**config.mk**
```make
export PLATFORM = sky130hd
export DESIGN_NAME = cache_miss_unit
export DESIGN_NICKNAME = d
export VERILOG_FILES = /design/src/rtl/cache_miss_unit.sv
export SDC_FILE = /design/constraint.sdc
export NUM_CORES = 1
export LEC_CHECK = 0
export CAP_MARGIN = 20
export CORE_MARGIN = 10
export CORE_UTILIZATION = 49
export CTS_CLUSTER_SIZE = 40
export DETAILED_ROUTE_END_ITERATION = 16
export GPL_TIMING_DRIVEN = 0
export PLACE_DENSITY_LB_ADDON = 0.08
export SYNTH_ARGS = -nofsm -noshare
export SYNTH_HDL_FRONTEND = slang
export SYNTH_SLANG_ARGS = --single-unit
```
**constraint.sdc**
```tcl
create_clock -name clk -period 3.4 [get_ports clk]
set_clock_uncertainty 0.2 [all_clocks]
set_input_delay 0.68 -clock clk [delete_from_list [all_inputs] [get_ports clk]]
set_output_delay 0.68 -clock clk [all_outputs]
set_load 0.02 [all_outputs]
```
**src/rtl/cache_miss_unit.sv**
```systemverilog
// cache_miss_unit: one-at-a-time miss servicing with line refill, store merge, uncached word access and a concurrent victim writeback.
module cache_miss_unit #(
  parameter int LINE_WORDS = 4,
  parameter int ADDR_W     = 32
) (
  input  logic                     clk,
  input  logic                     rst,
  input  logic                     miss_req,
  output logic                     req_rdy,
  input  logic [ADDR_W-1:0]        miss_addr,
  input  logic                     miss_uncached,
  input  logic                     miss_wr,
  input  logic [31:0]              miss_wdata,
  input  logic [3:0]               miss_wstrb,
  input  logic                     victim_valid,
  input  logic [ADDR_W-1:0]        victim_addr,
  input  logic [32*LINE_WORDS-1:0] victim_data,
  output logic                     rd_req,
  output logic [2:0]               rd_type,
  output logic [ADDR_W-1:0]        rd_addr,
  input  logic                     rd_rdy,
  input  logic                     ret_valid,
  input  logic                     ret_last,
  input  logic [31:0]              ret_data,
  output logic                     wr_req,
  output logic [2:0]               wr_type,
  output logic [ADDR_W-1:0]        wr_addr,
  output logic [3:0]               wr_wstrb,
  output logic [32*LINE_WORDS-1:0] wr_data,
  input  logic                     wr_rdy,
  output logic                     refill_done,
  output logic [32*LINE_WORDS-1:0] refill_data,
  output logic                     refill_err
);
  localparam int LINE_BITS = 32 * LINE_WORDS;
  localparam int OFF = $clog2(LINE_WORDS) + 2;
  localparam int BW = LINE_WORDS > 1 ? $clog2(LINE_WORDS) : 1;
  localparam logic [ADDR_W-1:0] LMASK = ~ADDR_W'((1 << OFF) - 1);
  localparam logic [ADDR_W-1:0] WMASK = ~ADDR_W'(3);
  localparam logic [BW-1:0] LAST = BW'(LINE_WORDS - 1);
  localparam logic [2:0] IDLE = 3'd0, RD_REQ = 3'd1, RD_RECV = 3'd2, UC_WR = 3'd3, DONE = 3'd4;

  logic [2:0]           state;
  logic                 wb_valid, unc_q, wr_q, err, acc, fin, uc;
  logic [ADDR_W-1:0]    wb_addr, addr_q;
  logic [LINE_BITS-1:0] wb_data, line_q, nxt, mrg;
  logic [31:0]          wdata_q;
  logic [3:0]           wstrb_q;
  logic [BW-1:0]        beat, widx;

  // Any request that could read a line still waiting in the writeback buffer must stall.
  assign req_rdy = rst & (state == IDLE) &
                   !(wb_valid & (victim_valid | miss_uncached | ((miss_addr & LMASK) == wb_addr)));
  assign acc  = miss_req & req_rdy;
  assign fin  = beat == (unc_q ? '0 : LAST);
  assign widx = LINE_WORDS == 1 ? '0 : BW'(addr_q[ADDR_W-1:2]);
  assign uc   = state == UC_WR;

  assign rd_req      = state == RD_REQ;
  assign rd_type     = !rd_req ? 3'b000 : unc_q ? 3'b010 : 3'b100;
  assign rd_addr     = unc_q ? addr_q & WMASK : addr_q & LMASK;
  assign wr_req      = wb_valid | uc;
  assign wr_type     = uc ? 3'b010 : wb_valid ? 3'b100 : 3'b000;
  assign wr_addr     = uc ? addr_q & WMASK : wb_addr;
  assign wr_wstrb    = uc ? wstrb_q : {4{wb_valid}};
  assign wr_data     = uc ? LINE_BITS'(wdata_q) : wb_data;
  assign refill_done = state == DONE;
  assign refill_err  = refill_done & err;

  always_comb begin
    nxt = line_q;
    if (state == RD_RECV && ret_valid) nxt[{beat, 5'b0} +: 32] = ret_data;
    mrg = nxt;
    for (int b = 0; b < 4; b++)
      if (wr_q & !unc_q & wstrb_q[b]) mrg[{widx, 5'b0} + b*8 +: 8] = wdata_q[b*8 +: 8];
  end

  always_ff @(posedge clk or negedge rst) begin
    if (!rst) begin
      state       <= IDLE;
      wb_valid    <= 1'b0;
      wb_addr     <= '0;
      wb_data     <= '0;
      addr_q      <= '0;
      unc_q       <= 1'b0;
      wr_q        <= 1'b0;
      wdata_q     <= '0;
      wstrb_q     <= '0;
      beat        <= '0;
      err         <= 1'b0;
      line_q      <= '0;
      refill_data <= '0;
    end else begin
      if (wb_valid & wr_rdy) wb_valid <= 1'b0;
      case (state)
        IDLE: if (acc) begin
          addr_q  <= miss_addr;
          unc_q   <= miss_uncached;
          wr_q    <= miss_wr;
          wdata_q <= miss_wdata;
          wstrb_q <= miss_wstrb;
          beat    <= '0;
          line_q  <= '0;
          state   <= (miss_uncached & miss_wr) ? UC_WR : RD_REQ;
          if (victim_valid & !miss_uncached) begin
            wb_valid <= 1'b1;
            wb_addr  <= victim_addr & LMASK;
            wb_data  <= victim_data;
          end
        end
        RD_REQ: if (rd_rdy) state <= RD_RECV;
        RD_RECV: if (ret_valid) begin
          line_q <= nxt;
          beat   <= beat + 1'b1;
          if (fin | ret_last) begin
            state       <= DONE;
            err         <= !fin;
            refill_data <= mrg;
          end
        end
        UC_WR: if (wr_rdy) state <= DONE;
        DONE: begin
          state <= IDLE;
          err   <= 1'b0;
        end
        default: state <= IDLE;
      endcase
    end
  end
endmodule
```
# Yosys cells after proc, flatten, opt, wreduce, memory -nomap -nowiden
# Cells that the tools add are included.
[totals]
regBits = 489
latchBits = 0
ramBits = 0
rom_bits = 0
out_inout_bits = 335
memories = 0
[op_classes]
add_sub_neg = 9
multipliers = 0
n_div = 0
n_lt_le_gt_ge = 0
n_eq_ne = 11
shift = 10
muxes = 39
bitwise_logic = 17
n_reduce_logical = 14
[op_table]
columns = ["cell", "n"]
rows = [
  ["$mux W128", 8],
  ["$bwmux W128", 5],
  ["$shift A8 B34 Y128 const A", 4],
  ["$shiftx A8 B34 Y128", 4],
  ["$pmux W128 S2", 1],
  ["$shift A32 B9 Y128 const A", 1],
  ["$shiftx A32 B9 Y128", 1],
  ["$neg A8 Y34", 3],
  ["$neg A7 Y34", 1],
  ["$mux W32", 1],
  ["$eq A28 B28 Y1", 1],
  ["$mux W3", 9],
  ["$add A7 B5 Y8 const B", 2],
  ["$and A1 B1 Y1", 13],
  ["$pmux W3 S4", 1],
  ["$reduce_and A3 Y1", 4],
  ["$neg A7 Y9", 1],
  ["$add A7 B4 Y8 const B", 1],
  ["$mux W2", 4],
  ["$mux W4", 2],
  ["$eq A3 B2 Y1 const B", 2],
  ["$mux W1", 6],
  ["$ne A2 B2 Y1 const B", 3],
  ["$reduce_and A5 Y1", 1],
  ["13 further kinds", 21],
]

# Depth between registers and ports, before layout
[depth]
ltp_word = 12
depth_mapped = 10

# Least setup slack after synthesis
# OpenSTA, ideal clock, no wires.
[synth_path]
kind = "flip-flop to output port"
start = "register state[1]"
end = "output wr_addr[10]"
arrival_time_ps = 1667
t_required_ps = 2520
path_slack_ps = 853
stages_incl_launch_ff = 9
n_path_buf = 3
cell_sequence = "dfrtp_1 -> buf_2 -> nor2b_1 -> nand2_1 -> inv_1 -> clkbuf_1 -> buf_1 -> nand2_1 -> nand2_1"
[synth_between]
elab_chain_cells = 2
[synth_lines]
columns = ["item", "line", "rtl"]
rows = [
  ["from (decl)", "43", "logic [2:0] state;"],
  ["from (signal assigned)", "104", "state <= (miss_uncached & miss_wr) ? UC_WR : RD_REQ;"],
  ["$eq A3 B2 Y1", "57", "assign uc = state == UC_WR;"],
  ["$mux W32", "64", "assign wr_addr = uc ? addr_q & WMASK : wb_addr;"],
  ["to (decl)", "27", "output logic [ADDR_W-1:0] wr_addr,"],
]
# No other way between the ends.

# Final worst setup path
[layout_path]
start = "register beat[0]"
end = "register refill_data[94]"
[layout_between]
elab_chain_cells = 12
elab_cells_between_ends = 16
classes_between = "1 x add/sub; 1 x eq/ne; 2 x shift; 10 x mux; 1 x bitwise; 1 x reduce/logical"
[layout_lines]
columns = ["item", "line", "rtl"]
rows = [
  ["from (decl)", "49", "logic [BW-1:0] beat, widx;"],
  ["from (signal assigned)", "114", "beat <= beat + 1'b1;"],
  ["$neg A7 Y9", "72", "if (state == RD_RECV && ret_valid) nxt[{beat, 5'b0} +: 32] = ret_data;"],
  ["$shiftx A32 B9 Y128 / $shift A32 B9 Y128 (equally long branches)", "72", ""],
  ["$bwmux W128", "72", ""],
  ["$mux W128", "72", ""],
  ["$bwmux W128", "75", "if (wr_q & !unc_q & wstrb_q[b]) mrg[{widx, 5'b0} + b*8 +: 8] = wdata_q[b*8 +: 8];"],
  ["$mux W128", "75", ""],
  ["$bwmux W128", "75", ""],
  ["$mux W128", "75", ""],
  ["$bwmux W128", "75", ""],
  ["$mux W128", "75", ""],
  ["$bwmux W128", "75", ""],
  ["$mux W128", "75", ""],
  ["to (signal assigned)", "118", "refill_data <= mrg;"],
  ["to (decl)", "32", "output logic [32*LINE_WORDS-1:0] refill_data,"],
]
# Parallel ways exist; a longest one is shown, timed or not.
# A chain may end at the register's enable or synchronous reset.

==> impl_metrics.env <==
export IMPL_numCtsBuffers=54
export IMPL_place_congestion=0.9039
export IMPL_powerDensity_nw_per_um2=870.2
export IMPL_final_max_slew_viol_count=0
export IMPL_grt_max_degree=118
export IMPL_grt_pass1_wl_um=137000
export IMPL_ys_seq_elements=487
export IMPL_intPower_mw=16.86
export IMPL_synth_edf_count=0
export IMPL_comb_power_share_pct=43.6
export IMPL_area_growth_pct=38.50
export IMPL_fin_crit_sh_pct=99.04
export IMPL_clockPowerShare_pct=22.7
export IMPL_hold_end="refill_data[28]$_DFFE_PN0P_"
export IMPL_swShare_pct=39.15
export IMPL_grt_use_total_pct=32.21
export IMPL_die_width_um=236.6
export IMPL_path_clk_slew_ns=0.06
export IMPL_nets=3070
export IMPL_postLayoutCellArea_um2=31840
export IMPL_max_slew_margin_rel_pct=36.70
export IMPL_cts_tree="yes"
export IMPL_wl_per_cell_um=26.91
export IMPL_cp_max_fo=10
export IMPL_reg2reg_slack_ns=0.03
export IMPL_clk_latency_ns=0.62
export IMPL_cts_sinks=487
export IMPL_hold_path_depth=2
export IMPL_antenna_found_initial=22
export IMPL_fin_util_pct=68.53
export IMPL_avgSynthCellArea_um2=10.82
export IMPL_worstReg2RegStart="beat[0]$_DFFE_PN0P_"
export IMPL_post_dp_hpwl_um=71700
export IMPL_reg2reg_depth=8
export IMPL_grt_pass1_vias=20719
export IMPL_vdd_ir_drop_max_mv=0.5819
export IMPL_coreArea_um2=46460
export IMPL_routed_wl_um=92860
export IMPL_synth_area_um2=22990
export IMPL_dpl_cell_area_um2=29800
export IMPL_critical_path_class="flip-flop to flip-flop"
export IMPL_cts_htree_levels=2
export IMPL_max_cap_viol_count=0
export IMPL_synth_area_leader_cell="dfrtp_1"
export IMPL_synth_most_common_cell="dfrtp_1"
export IMPL_rsz0062_at_grt="yes"
export IMPL_portBuffers=592
export IMPL_ant_nets=0
export IMPL_status="complete, no violations"
export IMPL_drtIter0Drc=1579
export IMPL_fp_dieH_um=236.6
export IMPL_first_pass_iters=5
export IMPL_yosysUniqueCellTypes=55
export IMPL_finalPower_mw=27.70
export IMPL_crit_arrival_ns=3.69
export IMPL_worstMarginPinSlew_ns=0.9471
export IMPL_yosys_warnings=0
export IMPL_row_count=79
export IMPL_seqPwrFrac_pct=33.7
export IMPL_cp_start_kind="flip-flop"
export IMPL_crit_required_ns=3.72
export IMPL_worstReg2RegEnd="refill_data[94]$_DFFE_PN0P_"
export IMPL_synth_ff_type="dfrtp_1"
export IMPL_fp_dieArea_um2=55970
export IMPL_avgViaCountPerCell=5.729
export IMPL_remaining_drc_errors=0
export IMPL_synthTopCellsByArea="dfrtp_1 (53%), mux2_2 (7.8%), nand2_1 (5.1%)"
export IMPL_setup_violations_final=0
export IMPL_p_sw_mw=10.85
export IMPL_hp_class="flip-flop to flip-flop"
export IMPL_final_layout_size_suffix_gt1_share_pct=18.82
export IMPL_initial_core_util_pct=49.48
export IMPL_ys_seq_area_share_pct=53.02
export IMPL_io_pins=605
export IMPL_p_leak_nw=14.76
export IMPL_vias=19770
export IMPL_synthCells=2125
export IMPL_end_kind="flip-flop"
export IMPL_min_from="refill_data[28]$_DFFE_PN0P_"
export IMPL_synthArstFlopShare_pct=100.0
export IMPL_fmax_ghz=0.2970
export IMPL_cts_root_buffer="clkbuf_16"
export IMPL_synth_commonest_cells="dfrtp_1 (487), nand2_1 (315), mux2_2 (159), o21ai_0 (150), and2_1 (100)"
export IMPL_finalHoldViolCount=0
export IMPL_yosys_area_top_type_share_pct=53.02
export IMPL_grt_ovfl_total=0
export IMPL_finalCriticalPeriod_ns=3.367
export IMPL_clockBufferDepth=3
-- final cells by class --
class | count | area (µm²)
Clock buffer | 81 | 1657
Multi-Input combinational cell | 1408 | 9624
Tap cell | 607 | 759.5
Fill cell | 3664 | 14620
Inverter | 40 | 151.4
Buffer | 195 | 1202
Antenna cell | 12 | 30.03
Clock inverter | 18 | 244.0
Sequential cell | 487 | 12190
Timing Repair Buffer | 603 | 5981
-- cell usage in the layout, fill, tap and decap left out, types with 67 or more instances in the layout --
master / count
mux2_2: 159
a2bb2oi_1: 76
nor2_1: 94
dfrtp_1: 487
and2_1: 100
clkdlybuf4s50_1: 443
mux2_4: 67
o21ai_0: 150
nand2_1: 314
clkbuf_1: 70
-- routing by layer --
metal | track usage, % | vias up | part of all wire (%)
met4 | 13.01 | 22 | 4.2
met3 | 10.83 | 214 | 9.8
met1 | 36.57 | 9961 | 36
li1 | - | 8686 | -
met5 | 0 | - | 0.15
met2 | 54.87 | 887 | 50
-- cells by family (layout without fill, tap and decap cells) --
group | Yosys count | count (layout) | share of synthesized area (%)
other | 1 | 18 | 0.01631
multiplexers | 227 | 227 | 12.21
AND/OR/NAND/NOR | 673 | 673 | 14.22
flip-flops | 487 | 487 | 53.02
AO/OA/AOI/OAI | 463 | 463 | 13.45
buffers and inverters | 235 | 937 | 5.422
adder cells (fa/ha/maj) | 11 | 11 | 0.5988
XOR/XNOR | 28 | 28 | 1.067
-- power by group through the flow --
stage / registers, mW / clock network, mW / logic [mW]
after CTS: 9.26 / 6.34 / 12.2
after detailed placement: 9.33 / 0 / 12.6
after global routing: 9.52 / 6.57 / 12.8
final: 9.33 / 6.29 / 12.1
after global placement: 9.29 / 0 / 12.4
after floorplan: 9.10 / 0 / 6.51
-- repair_timing --
| action | CTS | global route |
|---|---|---|
| hold buffers | 4 | 0 |
| gates resized for setup | 202 | 141 |
| hold endpoints to repair | 75 | 0 |
| setup endpoints to repair | 169 | 114 |
| buffers inserted | 1 | 1 |
| cloned | 1 | 0 |
| pin swaps | 1 | 1 |
-- worst max-delay path, cell delays in order (launching register included) --
cell	delay, ns
dfrtp_1	0.38
clkbuf_2	0.23
inv_1	0.14
ha_1	0.46
nor3b_1	0.79
clkbuf_1	0.50
a31oi_1	0.19
a2bb2oi_1	0.18
o21ai_0	0.20
-- flip-flops by register name (all words and copies together) (netlist names) --
register     flops
addr_q          30
beat             2
err              1
line_q         128
refill_data    128
state            3
unc_q            1
wb_addr         28
wb_data        128
wb_valid         1
wdata_q         32
wr_q             1
wstrb_q          4
-- how the worst max path moves through the flow --
stage | to | depth (start not counted) | start
floorplan | wr_addr[10] | 8 | state[1]$_DFFE_PN0P_
finish | refill_data[94]$_DFFE_PN0P_ | 8 | beat[0]$_DFFE_PN0P_
global route | refill_data[122]$_DFFE_PN0P_ | 10 | beat[0]$_DFFE_PN0P_
CTS | wr_data[13] | 9 | state[1]$_DFFE_PN0P_
global placement | wb_data[71]$_DFFE_PN0P_ | 1 | rst
detailed placement | wr_data[13] | 9 | state[1]$_DFFE_PN0P_
-- stage by stage --
stage	TNS, ns	hold slack [ns]	instances	setup slack, ns
after CTS	-0.04372	0.2819	3438	-0.04372
after global placement	-	0.2625	3329	-20.25
after global routing	-0.3214	0.3042	3447	-0.03847
after detailed placement	-168.11	0.2691	3333	-0.8644
final	0	0.2768	3451	0.03255
after floorplan	0	0.1844	2130	0.8535
Note: power is estimated with default switching activity, not from simulation.
